<file path="src/rtl/xor_vec_unit.sv">
// Single-stage registered XOR of two operands with valid/ready handshake.
// Registers the XOR vector together with its Hamming weight, parity and zero flag.
module xor_vec_unit #(
    parameter int WIDTH = 4,
    parameter int CW    = $clog2(WIDTH + 1)
) (
    input  logic             clk,
    input  logic             rst_n,
    input  logic             in_valid,
    output logic             in_ready,
    input  logic [WIDTH-1:0] n1,
    input  logic [WIDTH-1:0] n2,
    output logic             out_valid,
    input  logic             out_ready,
    output logic [WIDTH-1:0] x,
    output logic [CW-1:0]    weight,
    output logic             parity,
    output logic             zero
);

    logic [WIDTH-1:0] w_x;
    logic [CW-1:0]    w_weight;
    logic             w_accept;

    logic             r_valid;
    logic [WIDTH-1:0] r_x;
    logic [CW-1:0]    r_weight;
    logic             r_parity;
    logic             r_zero;

    assign w_x      = n1 ^ n2;
    assign in_ready = !r_valid || out_ready;
    assign w_accept = in_valid && in_ready;

    always_comb begin
        w_weight = '0;
        for (int unsigned i = 0; i < WIDTH; i++) begin
            w_weight = w_weight + CW'(w_x[i]);
        end
    end

    // All four result registers load together so they always describe one operand pair.
    always_ff @(posedge clk or negedge rst_n) begin
        if (!rst_n) begin
            r_valid  <= 1'b0;
            r_x      <= '0;
            r_weight <= '0;
            r_parity <= 1'b0;
            r_zero   <= 1'b1;
        end else if (w_accept) begin
            r_valid  <= 1'b1;
            r_x      <= w_x;
            r_weight <= w_weight;
            r_parity <= ^w_x;
            r_zero   <= (w_x == '0);
        end else if (out_ready) begin
            r_valid  <= 1'b0;
        end
    end

    assign out_valid = r_valid;
    assign x         = r_x;
    assign weight    = r_weight;
    assign parity    = r_parity;
    assign zero      = r_zero;

endmodule

</file>
<file path="config.mk">
export PLATFORM = sky130hd
export DESIGN_NAME = xor_vec_unit
export DESIGN_NICKNAME = d
export VERILOG_FILES = /design/src/rtl/xor_vec_unit.sv
export SDC_FILE = /design/constraint.sdc
export NUM_CORES = 1
export LEC_CHECK = 0
export ABC_AREA = 1
export CORE_MARGIN = 5
export CORE_UTILIZATION = 37
export DETAILED_ROUTE_END_ITERATION = 7
export PLACE_DENSITY = 0.73
export SYNTH_ARGS = -nofsm -noshare
export SYNTH_HDL_FRONTEND = slang
export SYNTH_SLANG_ARGS = --single-unit
</file>
<file path="constraint.sdc">
create_clock -name clk -period 0.85 [get_ports clk]
set_input_delay 0.1275 -clock clk [delete_from_list [all_inputs] [get_ports clk]]
set_output_delay 0.1275 -clock clk [all_outputs]
set_load 0.005 [all_outputs]
</file>
## Word level (Yosys, flattened, before mapping)

Cells that the tools add are included.

| word-level totals | value |
|---|---|
| register bits | 10 |
| bits in latches | 0 |
| memory bits (writable) | 0 |
| memory bits (read-only) | 0 |
| input port bits | 12 |
| output and inout bits | 11 |
| logic and storage cells | 17 |
| memories kept | 0 |

| operators by class | value |
|---|---|
| add/sub/neg operators | 3 |
| multiply operators | 0 |
| div/mod/pow operators | 0 |
| magnitude comparators | 0 |
| equal/unequal tests | 0 |
| shift-type cells | 0 |
| muxes and demuxes | 2 |
| bitwise gates (word level) | 1 |
| reductions and logical operators | 6 |

Operators with widths:

| kind | number |
|---|---|
| $logic_not 4->1 | 1 |
| $reduce_xor 4->1 | 1 |
| $xor 4x4->4 | 1 |
| $add 2x1->3 | 1 |
| $add 3x1->3 | 1 |
| $add 1x1->2 | 1 |
| $mux 1 | 2 |
| $reduce_bool 2->1 | 1 |
| $logic_and 1x1->1 | 1 |
| $logic_not 1->1 | 1 |
| $logic_or 1x1->1 | 1 |

## Logic depth before layout (Yosys ltp)

| logic depth | value |
|---|---|
| depth after elaboration | 4 |
| depth in mapped cells | 12 |
| mapped depth without buffers | 12 |

## Worst setup path before layout

OpenSTA, ideal clock, no wires.

| path | value |
|---|---|
| kind | input to register |
| start point | in n2[0] |
| end point | reg r_weight[1], in the netlist weight[1] |
| library setup time | 116 ps |
| arrival | 1255 ps |
| data required time | 734 ps |
| slack | -521 ps |
| stages | 11 |
| buffers on the path | 0 |
| cells stage by stage | inv_1 nand2_2 nand2_2 nand2_2 nand2_2 inv_1 ha_1 ha_1 ha_1 nand2_1 nand2_1 |

| on the way | value |
|---|---|
| cells in the longest elaborated chain, start to end | 4 |

RTL lines:

| what | RTL line | RTL |
|---|---|---|
| from (decl) | 12 | `input logic [WIDTH-1:0] n2,` |
| $xor 4x4->4 | 31 | `assign w_x = n1 ^ n2;` |
| $add 1x1->2 | 38 | `w_weight = w_weight + CW'(w_x[i]);` |
| $add 2x1->3 | 38 |  |
| $add 3x1->3 | 38 |  |
| net w_weight[1] | 22 | `logic [CW-1:0] w_weight;` |
| to (signal assigned) | 53 | `r_weight <= w_weight;` |
| to (decl) | 27 | `logic [CW-1:0] r_weight;` |

The timed path passes the listed nets, and every way through them passes these cells.
A chain may end at the register's enable or synchronous reset.

## Worst setup path in the final report

| path | value |
|---|---|
| start point | reg r_valid, in the netlist out_valid |
| end point | reg r_x[0], in the netlist x[0] |

| on the way | value |
|---|---|
| cells in the longest elaborated chain, start to end | 3 |

RTL lines:

| what | RTL line | RTL |
|---|---|---|
| from (decl) | 25 | `logic r_valid;` |
| from (signal assigned) | 45 | `r_valid <= 1'b0;` |
| from (signal assigned) | 51 | `r_valid <= 1'b1;` |
| from (signal assigned) | 57 | `r_valid <= 1'b0;` |
| $logic_not 1->1 | 32 | `assign in_ready = !r_valid \|\| out_ready;` |
| $logic_or 1x1->1 | 32 |  |
| $logic_and 1x1->1 | 33 | `assign w_accept = in_valid && in_ready;` |
| to (signal assigned) | 52 | `r_x <= w_x;` |
| to (decl) | 26 | `logic [WIDTH-1:0] r_x;` |

No other way between the ends.

==> impl_metrics.tcl <==
set metrics [dict create \
    first_global_vias 628 \
    setup_viol 21 \
    wirelength_um 1910 \
    cts_sinks 10 \
    die_x_um 49.1 \
    dieHeight_um 49.1 \
    drtPass1Iterations 4 \
    gp_congestion 0.698 \
    coreArea_um2 1470 \
    slew_headroom_pct 79.5 \
    ys_types 13 \
    synth_seq_cells 10 \
    root_buffer "clkbuf_4" \
    p_per_area_nw_per_um2 1560 \
    worst_pin_slew_ns 0.307 \
    final_util_pct 78.7 \
    gr-usage-all-layers_pct 15.2 \
    synthCells 72 \
    via_per_inst 4.72 \
    final_antenna_net_count 0 \
    ir_worst_vdd_mv 0.734 \
    violations "negative setup slack" \
    insertion_delay_ns 0.28 \
    layout_common_cells "26 x buf_4, 21 x nand2_1, 11 x nand2_2" \
    clock_path_buffers 2 \
    postLayoutSetupSlackWorst_ns -0.248 \
    whs_ns 0.184 \
    top_layer "met4" \
    fmax_ghz 0.911 \
    ys_warn_count 0 \
    min_period_over_period_pct 129 \
    dr_wl_met3_um 126 \
    drive_gt1_share_pct 64.3 \
    cts_buffers 3 \
    antenna_found_initial 0 \
    start_kind "flop" \
    layout_commonest_cell "buf_4" \
    period_minus_slack_ns 1.10 \
    maxSlewViolCount 0 \
    clk_pin_slew_ns 0.07 \
    synth_top_area_cell "dfrtp_1" \
    diodes 0 \
    vias 670 \
    report.final.hold_viol_count 0 \
    numPortBuffers 22 \
    rsz0062_at_grt "true" \
    crit_path_end_kind "flop" \
    min_path_type "primary input to async pin" \
    start_util_pct 38.5 \
    crit_type "flop to flop" \
    grt_pass1_wl_um 2790 \
    syn_area_um2 567 \
    h-tree-depth 1 \
    status "finished, violations left" \
    wl_met2_um 1030 \
    drt_iter0_markers 25 \
    path_max_fanout 8 \
    grt-ovfl-total 0 \
    ys_seq_area_share_pct 44.4 \
    syn2layout_area_growth_pct 104 \
    grt_max_degree 9 \
    skew_ns 0.0102 \
    finalSetupTns_ns -2.71 \
    cap_violations 0 \
    nets 143 \
    wl_per_cell_um 13.4 \
    dp.cells 123 \
    yosysTopAreaCellShare_pct 39.7 \
    io_pins 23 \
    dieArea_um2 2410 \
    rows 14 \
    cts_tree "built" \
    syn_avg_cell_area_um2 7.87 \
    p_leak_nw 0.627 \
    wl_met1_um 692 \
    worst_ep_arrival_time_ns 1.27 \
    dp_hpwl_um 1020 \
    required_ns 1.02 \
    synth_fp_nets 88 \
    synth_area_leaders "dfrtp_1 40%, nand2_1 19%, ha_1 8.8%, nand2_2 8.8%, inv_1 5.3%" \
    route.detailed.drc 0 \
    fin_cells 142 \
]
state kept, by name, summed over array words and instances, names as in the netlist:
register	flops
weight	3
zero	1
out_valid	1
x	4
parity	1
per-stage QoR:
stage,area (µm²),setup slack (ns),total power [W]
after global routing,1160,-0.293,0.00192
after global placement,983,-0.975,0.00126
after floorplan,649,-0.346,0.000877
final,1160,-0.248,0.00181
after CTS,1070,-0.332,0.00168
after detailed placement,983,-1.00,0.00128
what timing repair did:
action / CTS / global route
hold buffers: 0 / 0
endpoints found under the setup margin: 21 / 21
gates resized for setup: 77 / 21
pin swaps: 11 / 10
buffers inserted: 9 / 6
hold endpoints to repair: 0 / 0
cloned: 1 / 0
critical path, cell delays in order (launching register included):
cell and delay (ns):
dfrtp_1 0.38, buf_6 0.12, nand2_4 0.05, buf_6 0.12, nand2_8 0.08, o21ai_0 0.24
where the power goes:
group	internal [W]	total (W)	switching, W
Sequential	0.000560	0.000602	0.0000420
Clock	0.000182	0.000359	0.000177
Combinational	0.000485	0.000846	0.000361
final timing paths:
kind / slack [ns] / to / from / depth (start not counted)
worst max-delay path: -0.25 / x[0]$_DFFE_PN0P_ / out_valid$_DFFE_PN0P_ / 5
worst min-delay path: 0.18 / x[3]$_DFFE_PN0P_ / rst_n / 2
worst max register to register: -0.25 / x[0]$_DFFE_PN0P_ / out_valid$_DFFE_PN0P_ / 5
worst min register to register: 0.53 / zero$_DFFE_PN1P_ / zero$_DFFE_PN1P_ / 2
max in group asynchronous: 0.56 / out_valid$_DFFE_PN0P_ / rst_n / 2
min in group clk: 0.21 / x[1]$_DFFE_PN0P_ / n1[1] / 4
cell usage after synthesis:
| master | n |
|---|---|
| buf_6 | 1 |
| clkinv_2 | 1 |
| dfrtp_1 | 9 |
| dfstp_2 | 1 |
| ha_1 | 4 |
| inv_1 | 8 |
| inv_2 | 2 |
| nand2_1 | 29 |
| nand2_2 | 8 |
| nand3_1 | 2 |
| o21ai_0 | 3 |
| o21ai_1 | 2 |
| xnor2_1 | 2 |
layer usage:
metal / up-vias / global-route usage [%]
li1: 327 / -
met1: 308 / 16.9
met2: 30 / 24.7
met3: 5 / 3.98
met4: 0 / 10.8
met5: - / 0
cell type report:
cell class	count	area [µm²]
clock buffers	4	26.3
fillers	103	314
inverters	11	73.8
multi-input cells	51	395
flip-flops and latches	10	251
well taps	16	20.0
repair buffers	50	390
cells by family (layout without fill, tap and decap cells):
logic type      after synthesis  in the layout  share of synthesized area (%)
compound gates                5              5                           4.41
xor+xnor                      2              2                           3.09
fa+ha+maj                     4              4                           8.83
buf+inv                      12             65                           9.49
flops                        10             10                           44.4
simple gates                 39             40                           29.8
Note: power is estimated with default switching activity, not from simulation.
